### config.mk
export PLATFORM = sky130hd
export DESIGN_NAME = alu_writeback_stage_flat
export DESIGN_NICKNAME = d
export VERILOG_FILES = /design/src/rtl/alu_wb_if.sv /design/src/rtl/alu_writeback_stage.sv /design/src/flat_wrapper.sv
export SDC_FILE = /design/constraint.sdc
export NUM_CORES = 1
export LEC_CHECK = 0
export ABC_AREA = 1
export CORE_UTILIZATION = 50
export DETAILED_ROUTE_END_ITERATION = 6
export PLACE_DENSITY = 0.8
export SYNTH_ARGS = -nofsm -noshare
export SYNTH_HDL_FRONTEND = slang
export SYNTH_SLANG_ARGS = --single-unit
### constraint.sdc
create_clock -name clk -period 2.3 [get_ports clk]
set_clock_uncertainty 0.15 [all_clocks]
set_input_delay 0.345 -clock clk [delete_from_list [all_inputs] [get_ports clk]]
set_output_delay 0.345 -clock clk [all_outputs]
set_load 0.05 [all_outputs]
### src/rtl/alu_wb_if.sv
// Handshake bundle between the ALU, the writeback stage and the register-file write port.
interface alu_wb_if #(
    parameter int word_len = 16,
    parameter int op_len   = 16,
    parameter int addr_len = 3
);
    logic                in_valid;
    logic                in_ready;
    logic [word_len-1:0] in_ans;
    logic                in_overflow;
    logic                in_negative;
    logic                in_zero;
    logic [op_len-1:0]   in_op;
    logic [addr_len-1:0] in_dest;
    logic                in_flag_we;
    logic                out_valid;
    logic                out_ready;
    logic [word_len-1:0] out_data;
    logic [addr_len-1:0] out_dest;

    modport master (
        output in_valid, in_ans, in_overflow, in_negative, in_zero, in_op, in_dest,
               in_flag_we, out_ready,
        input  in_ready, out_valid, out_data, out_dest
    );

    modport slave (
        input  in_valid, in_ans, in_overflow, in_negative, in_zero, in_op, in_dest,
               in_flag_we, out_ready,
        output in_ready, out_valid, out_data, out_dest
    );
endinterface

### src/rtl/alu_writeback_stage.sv
// ALU writeback stage: 2-entry result FIFO toward the register file plus the
// architectural Z/N/V status flags, updated when a result is accepted.
module alu_writeback_stage #(
    parameter int word_len = 16,
    parameter int op_len   = 16,
    parameter int addr_len = 3
) (
    input  logic       clk,
    input  logic       rst,
    input  logic       flush,
    alu_wb_if.slave    bus,
    output logic       flag_z,
    output logic       flag_n,
    output logic       flag_v,
    output logic [1:0] count
);
    localparam int entry_w = word_len + addr_len;

    logic [entry_w-1:0]  mem_q [2];
    logic                wr_ptr_q, wr_ptr_d;
    logic                rd_ptr_q, rd_ptr_d;
    logic [1:0]          count_q, count_d;
    logic                in_ready_q;
    logic                out_valid_q;
    logic [word_len-1:0] out_data_q, out_data_d;
    logic [addr_len-1:0] out_dest_q, out_dest_d;
    logic                flag_z_q, flag_n_q, flag_v_q;
    logic                push, pop, arith_op;
    logic [entry_w-1:0]  in_entry, head_entry;

    // Flush wins over both handshakes, so neither side sees a transfer that cycle.
    assign push     = bus.in_valid & in_ready_q & ~flush;
    assign pop      = out_valid_q & bus.out_ready & ~flush;
    assign in_entry = {bus.in_ans, bus.in_dest};
    assign arith_op = (bus.in_op == op_len'(0)) || (bus.in_op == op_len'(1));

    always_comb begin
        wr_ptr_d   = wr_ptr_q;
        rd_ptr_d   = rd_ptr_q;
        count_d    = count_q;
        out_data_d = out_data_q;
        out_dest_d = out_dest_q;
        if (flush) begin
            wr_ptr_d = 1'b0;
            rd_ptr_d = 1'b0;
            count_d  = 2'd0;
        end else begin
            wr_ptr_d = wr_ptr_q ^ push;
            rd_ptr_d = rd_ptr_q ^ pop;
            count_d  = count_q + {1'b0, push} - {1'b0, pop};
        end
        // The head may be the word being written this edge (empty, or push+pop at count 1).
        head_entry = (push && (wr_ptr_q == rd_ptr_d)) ? in_entry : mem_q[rd_ptr_d];
        if (count_d != 2'd0) begin
            {out_data_d, out_dest_d} = head_entry;
        end
    end

    always_ff @(posedge clk) begin
        if (push) begin
            mem_q[wr_ptr_q] <= in_entry;
        end
    end

    always_ff @(posedge clk or posedge rst) begin
        if (rst) begin
            wr_ptr_q    <= 1'b0;
            rd_ptr_q    <= 1'b0;
            count_q     <= 2'd0;
            in_ready_q  <= 1'b0;
            out_valid_q <= 1'b0;
            out_data_q  <= '0;
            out_dest_q  <= '0;
            flag_z_q    <= 1'b0;
            flag_n_q    <= 1'b0;
            flag_v_q    <= 1'b0;
        end else begin
            wr_ptr_q    <= wr_ptr_d;
            rd_ptr_q    <= rd_ptr_d;
            count_q     <= count_d;
            in_ready_q  <= (count_d != 2'd2);
            out_valid_q <= (count_d != 2'd0);
            out_data_q  <= out_data_d;
            out_dest_q  <= out_dest_d;
            if (push && bus.in_flag_we) begin
                flag_z_q <= bus.in_zero;
                flag_n_q <= bus.in_negative;
                // Overflow is only meaningful for add/sub; logic ops leave it stale.
                if (arith_op) begin
                    flag_v_q <= bus.in_overflow;
                end
            end
        end
    end

    assign bus.in_ready  = in_ready_q;
    assign bus.out_valid = out_valid_q;
    assign bus.out_data  = out_data_q;
    assign bus.out_dest  = out_dest_q;
    assign flag_z        = flag_z_q;
    assign flag_n        = flag_n_q;
    assign flag_v        = flag_v_q;
    assign count         = count_q;
endmodule

### src/flat_wrapper.sv
// flat-port wrapper written by rule: the top's interface ports become plain ports
module alu_writeback_stage_flat 
#(
    parameter int word_len = 16,
    parameter int op_len   = 16,
    parameter int addr_len = 3
)
  (clk, rst, flush, flag_z, flag_n, flag_v, count, bus_in_valid, bus_in_ans, bus_in_overflow, bus_in_negative, bus_in_zero, bus_in_op, bus_in_dest, bus_in_flag_we, bus_out_ready, bus_in_ready, bus_out_valid, bus_out_data, bus_out_dest);
  alu_wb_if #(.word_len(word_len), .op_len(op_len), .addr_len(addr_len)) bus_i ();
  input  logic clk;
  input  logic rst;
  input  logic flush;
  output logic flag_z;
  output logic flag_n;
  output logic flag_v;
  output logic [1:0] count;
  input wire logic [$bits(bus_i.in_valid)-1:0] bus_in_valid;
  input wire logic [$bits(bus_i.in_ans)-1:0] bus_in_ans;
  input wire logic [$bits(bus_i.in_overflow)-1:0] bus_in_overflow;
  input wire logic [$bits(bus_i.in_negative)-1:0] bus_in_negative;
  input wire logic [$bits(bus_i.in_zero)-1:0] bus_in_zero;
  input wire logic [$bits(bus_i.in_op)-1:0] bus_in_op;
  input wire logic [$bits(bus_i.in_dest)-1:0] bus_in_dest;
  input wire logic [$bits(bus_i.in_flag_we)-1:0] bus_in_flag_we;
  input wire logic [$bits(bus_i.out_ready)-1:0] bus_out_ready;
  output wire logic [$bits(bus_i.in_ready)-1:0] bus_in_ready;
  output wire logic [$bits(bus_i.out_valid)-1:0] bus_out_valid;
  output wire logic [$bits(bus_i.out_data)-1:0] bus_out_data;
  output wire logic [$bits(bus_i.out_dest)-1:0] bus_out_dest;
  assign bus_i.in_valid = bus_in_valid;
  assign bus_i.in_ans = bus_in_ans;
  assign bus_i.in_overflow = bus_in_overflow;
  assign bus_i.in_negative = bus_in_negative;
  assign bus_i.in_zero = bus_in_zero;
  assign bus_i.in_op = bus_in_op;
  assign bus_i.in_dest = bus_in_dest;
  assign bus_i.in_flag_we = bus_in_flag_we;
  assign bus_i.out_ready = bus_out_ready;
  assign bus_in_ready = bus_i.in_ready;
  assign bus_out_valid = bus_i.out_valid;
  assign bus_out_data = bus_i.out_data;
  assign bus_out_dest = bus_i.out_dest;
  alu_writeback_stage #(.word_len(word_len), .op_len(op_len), .addr_len(addr_len)) u_core (.clk(clk), .rst(rst), .flush(flush), .bus(bus_i), .flag_z(flag_z), .flag_n(flag_n), .flag_v(flag_v), .count(count));
endmodule
Word-level counts from Yosys, hierarchy flattened
Memories as Yosys holds them, arrays and structs flattened. A register that Yosys moved wholly into a read port is not among the register bits.
Cells that the tools add are included.
- register bits after elaboration: 9
- bits in writable memories: 38
- input bits: 44
- output and inout bits: 26
- word-level logic and storage cells: 30
- memories kept: 1
- add/sub/neg operators: 2
- equal/unequal tests: 2
- multiplexer cells: 5
- bitwise operators: 7
- reductions and logical operators: 5
- memories (memory ; words ; bits a word ; read ports ; clocked after memory_dff ; write ports ; RTL line ; source):
    u_core.mem_q ; 2 ; 19 ; 1 ; 1 ; 1 ; alu_writeback_stage.sv:19 ; logic [entry_w-1:0] mem_q [2];
- operators with widths (kind ; count):
    $eq 16x1->1 const B ; 1
    $logic_not 16->1 ; 1
    $and 1x1->1 ; 4
    $mux 1 ; 4
    $add 2x1->2 ; 1
    $mux 2 ; 1
    $ne 2x2->1 const B ; 1
    $reduce_and 2->1 ; 1
    $reduce_bool 2->1 ; 1
    $sub 2x1->2 ; 1
    $xor 1x1->1 ; 2
    $logic_and 1x1->1 ; 1
    $logic_or 1x1->1 ; 1
    $not 1->1 ; 1

Logic depth before layout (Yosys ltp)
- depth after elaboration: 6
- mapped depth: 13

Worst setup path after synthesis
Ideal clock, no wire load.
- path type: flip-flop to flip-flop
- start: register u_core.in_ready_q, in the netlist u_core.bus.in_ready
- end: memory u_core.mem_q[0][0] in the netlist's numbering (enable)
- setup time: 377 ps
- data arrival time: 1688 ps
- setup slack: 85 ps
- cell stages (with the launch flop): 5
- cells stage by stage: dfrtp_1 nand3_1 inv_1 buf_2 ha_1
- longest elaborated chain between the ends: 4
- ends and longest elaborated chain (item ; RTL line ; source):
    start, declared ; alu_writeback_stage.sv:23 ; logic in_ready_q;
    start signal, assigned ; alu_writeback_stage.sv:81 ; in_ready_q <= (count_d != 2'd2);
    $and 1x1->1 (2 in a row) ; alu_writeback_stage.sv:32 ; assign push = bus.in_valid & in_ready_q & ~flush;
    $mux 1 ; alu_writeback_stage.sv:60 ; if (push) begin
    $mux 1 (implied by the code) ; alu_writeback_stage.sv:61 ; mem_q[wr_ptr_q] <= in_entry;
    end, declared ; alu_writeback_stage.sv:19 ;
No other way between the ends.

Final worst setup path
- start: input bus_out_ready
- end: register u_core.out_data_q[7], in the netlist u_core.bus.out_data[7], read port of u_core.mem_q
- longest elaborated chain between the ends: 5
- elaborated cells between the ends (all ways): 7
- those cells by class: add/sub: 1; mux: 2; bitwise: 3; reduce/logical: 1
- ends and longest elaborated chain (item ; RTL line ; source):
    start, declared ; flat_wrapper.sv:25 ; input wire logic [$bits(bus_i.out_ready)-1:0] bus_out_ready;
    $and 1x1->1 * (2 in a row) ; alu_writeback_stage.sv:33 ; assign pop = out_valid_q & bus.out_ready & ~flush;
    $sub 2x1->2 ; alu_writeback_stage.sv:50 ; count_d = count_q + {1'b0, push} - {1'b0, pop};
    $mux 2 ; alu_writeback_stage.sv:43 ; if (flush) begin
    $reduce_bool 2->1 ; alu_writeback_stage.sv:54 ; if (count_d != 2'd0) begin
    end, declared ; alu_writeback_stage.sv:25 ; logic [word_len-1:0] out_data_q, out_data_d;
Every way passes the cells marked *; elsewhere a longest branch is shown, timed or not.
A chain may end at the register's enable or synchronous reset.

==> results.sh <==
export IMPL_status="complete, no violations"
export IMPL_hpwl_mm=4.84
export IMPL_max_cap_violations=0
export IMPL_grt_pass1_wl_mm=11.6
export IMPL_slew_headroom=0.657
export IMPL_port_buffers=68
export IMPL_holdWs_ns=0.233
export IMPL_antenna_found_initial=0
export IMPL_min_period_ns=2.20
export IMPL_drive_gt1_frac=0.0921
export IMPL_die_h_um=81
export IMPL_grtUsageTotal=0.243
export IMPL_final_common_cell="nand2_1"
export IMPL_crit_path_frequent_cell="nand2_1"
export IMPL_avgSynthCellArea_um2=8.79
export IMPL_power_density_nw_per_um2=1040
export IMPL_drt_first_iter_violations=157
export IMPL_path_cells="clkdlybuf4s50_1 -> nand2_1 -> nor2_1 -> ha_1 -> inv_1 -> ha_1 -> inv_1 -> nand2_1 -> nand3_1 -> nand2_1 -> buf_4 -> nand3_1 -> nand2_1"
export IMPL_gp_congestion=0.783
export IMPL_grt_max_degree=29
export IMPL_multi_input_area_um2=903
export IMPL_die_x_um=81
export IMPL_start_kind="primary input"
export IMPL_cts_made_buffers=9
export IMPL_dp_cells=504
export IMPL_cp_required_ns=2.43
export IMPL_critPathMaxStageDelay_ns=0.50
export IMPL_design_core_area_um2=5960
export IMPL_cts_root_buf="clkbuf_8"
export IMPL_drtPass1Iterations=4
export IMPL_setup_viol=0
export IMPL_holdBufCountCts=0
export IMPL_criticalPathCategory="primary input to flip-flop"
export IMPL_fin_crit_sh=0.955
export IMPL_syn_nets=403
export IMPL_critical_path_top_delay_family="buffers and inverters"
export IMPL_via_count=2585
export IMPL_clock_latency_ns=0.34
export IMPL_synth_cells=355
export IMPL_hold_violations=0
export IMPL_ios=70
export IMPL_routed_wl_mm=6.97
export IMPL_cts_sinks=66
export IMPL_layout_common_cells="nand2_1, inv_1, clkdlybuf4s50_1, nand3_1, edfxtp_1"
export IMPL_wl_per_cell_um=13.4
export IMPL_rows=28
export IMPL_cts_setup_buffers=0
export IMPL_antenna_left=0
export IMPL_area_growth_pct=32.3
export IMPL_gr_total_overflow=0
export IMPL_max_freq_ghz=0.455
export IMPL_h_tree_depth=3
export IMPL_grt_pass1_vias=2584
export IMPL_die_area_um2=6560
export IMPL_final_core_util=0.693
export IMPL_crit_fanout=12
export IMPL_worstMarginPinSlew_ns=0.513
export IMPL_synth_seq_cells=66
export IMPL_cellLeakagePower_nw=2.06
export IMPL_nets=488
export IMPL_crit_slowest_cell="clkdlybuf4s50_1"
export IMPL_hp_class="primary input to async pin"
export IMPL_clkTransAtPathRegs_ns=0.07
export IMPL_endpoint_kind="flip-flop"
export IMPL_worstPathBufferInverterCount=4
export IMPL_route_detailed_drc=0
export IMPL_synth_seq_area_share=0.590
export IMPL_viasPerCell=4.97
export IMPL_synth_area_um2=3120
export IMPL_n_antenna_cell=0
export IMPL_final_cells=520
export IMPL_cts_tree="done"
export IMPL_worstPathArrival_ns=2.33
export IMPL_ys_warnings_count=0
export IMPL_ys_types=17
export IMPL_seqCellArea_um2=1840
export IMPL_maxSlewViolCount=0
export IMPL_start_util=0.524
export IMPL_post_cts_resize_count=0
export IMPL_cts_buffer_depth=2
export IMPL_fill_cells=482
export IMPL_peakVddDrop_mv=0.613
[power by group]
part / internal, mW / total, mW / switching, mW
clock: 0.412 / 0.839 / 0.427
combinational: 0.628 / 1.86 / 1.23
sequential: 1.49 / 1.60 / 0.113
total: 2.53 / 4.30 / 1.77
[worst reg2reg max path, delay by kind of cell (launching register included)]
kind                     cells  cell delay, ns
adder cells (fa/ha/maj)      2            0.44
buffers and inverters        3            0.36
flip-flops                   1            0.42
AND/OR/NAND/NOR              7            0.69
[cell families (layout without fill, tap and decap cells)]
kind of cell,after synthesis,count (layout),synth area share
adders and majority gates,4,4,0.0160
AOI/OAI and AO/OA,1,1,0.00160
DFF,66,66,0.590
buffers and inverters,90,180,0.120
and+or+nand+nor,194,194,0.272
[stage by stage]
stage / cell area (µm²) / TNS, ns / total power, mW / setup slack, ns
2_1_floorplan: 3120 / 0 / 2.82 / 0.0851
3_3_place_gp: 3960 / -1.84 / 3.43 / -0.100
3_5_place_dp: 3960 / -3.68 / 3.48 / -0.215
4_1_cts: 4130 / 0 / 4.31 / 0.0836
5_1_grt: 4130 / -0.00424 / 4.53 / -0.00424
6_report: 4130 / 0 / 4.30 / 0.104
[per-layer routing]
layer	up-vias	share of wire	GRT usage
li1	1287	-	-
met3	14	0.067	0.0573
met1	1185	0.39	0.277
met2	99	0.53	0.420
met5	-	0	0
met4	0	0.021	0.132
[synthesized netlist by cell type (all sizes together)]
master | number | area share
nand2 | 118 | 0.15
inv | 74 | 0.089
nand3 | 45 | 0.072
edfxtp | 38 | 0.37
dfrtp | 28 | 0.22
nand4 | 19 | 0.038
buf | 16 | 0.031
nor2 | 10 | 0.012
ha | 4 | 0.016
nor3 | 1 | 0.0016
o21ai | 1 | 0.0016
or2 | 1 | 0.0020
[final timing paths]
check | startpoint | endpoint | slack, ns | cells after the start
worst max register to register | u_core.bus.out_valid | u_core.bus.out_data[7] | 0.18 | 12
worst min-delay path | rst | u_core.bus.out_data[3] | 0.23 | 3
worst max-delay path | bus_out_ready | u_core.bus.out_data[7] | 0.10 | 13
min in group clk | u_core.bus.out_dest[2] | u_core.bus.out_dest[2] | 0.33 | 2
max in group asynchronous | rst | u_core.bus.out_data[12] | 1.48 | 3
worst min register to register | u_core.bus.out_dest[2] | u_core.bus.out_dest[2] | 0.33 | 2
[cell type report]
type,instances,area share
sequential,66,0.446
multi-input combinational,199,0.219
timing repair buffer,90,0.205
inverter,74,0.0679
clock buffer,12,0.0352
tap,75,0.0227
clock inverter,4,0.00455
[state kept, by name, summed over array words and instances (netlist names), 2 cells and up]
| register | flops |
|---|---|
| u_core.mem_q | 38 |
| u_core.bus.out_data | 16 |
| u_core.bus.out_dest | 3 |
| u_core.count | 2 |
Note: power is estimated with default switching activity, not from simulation.
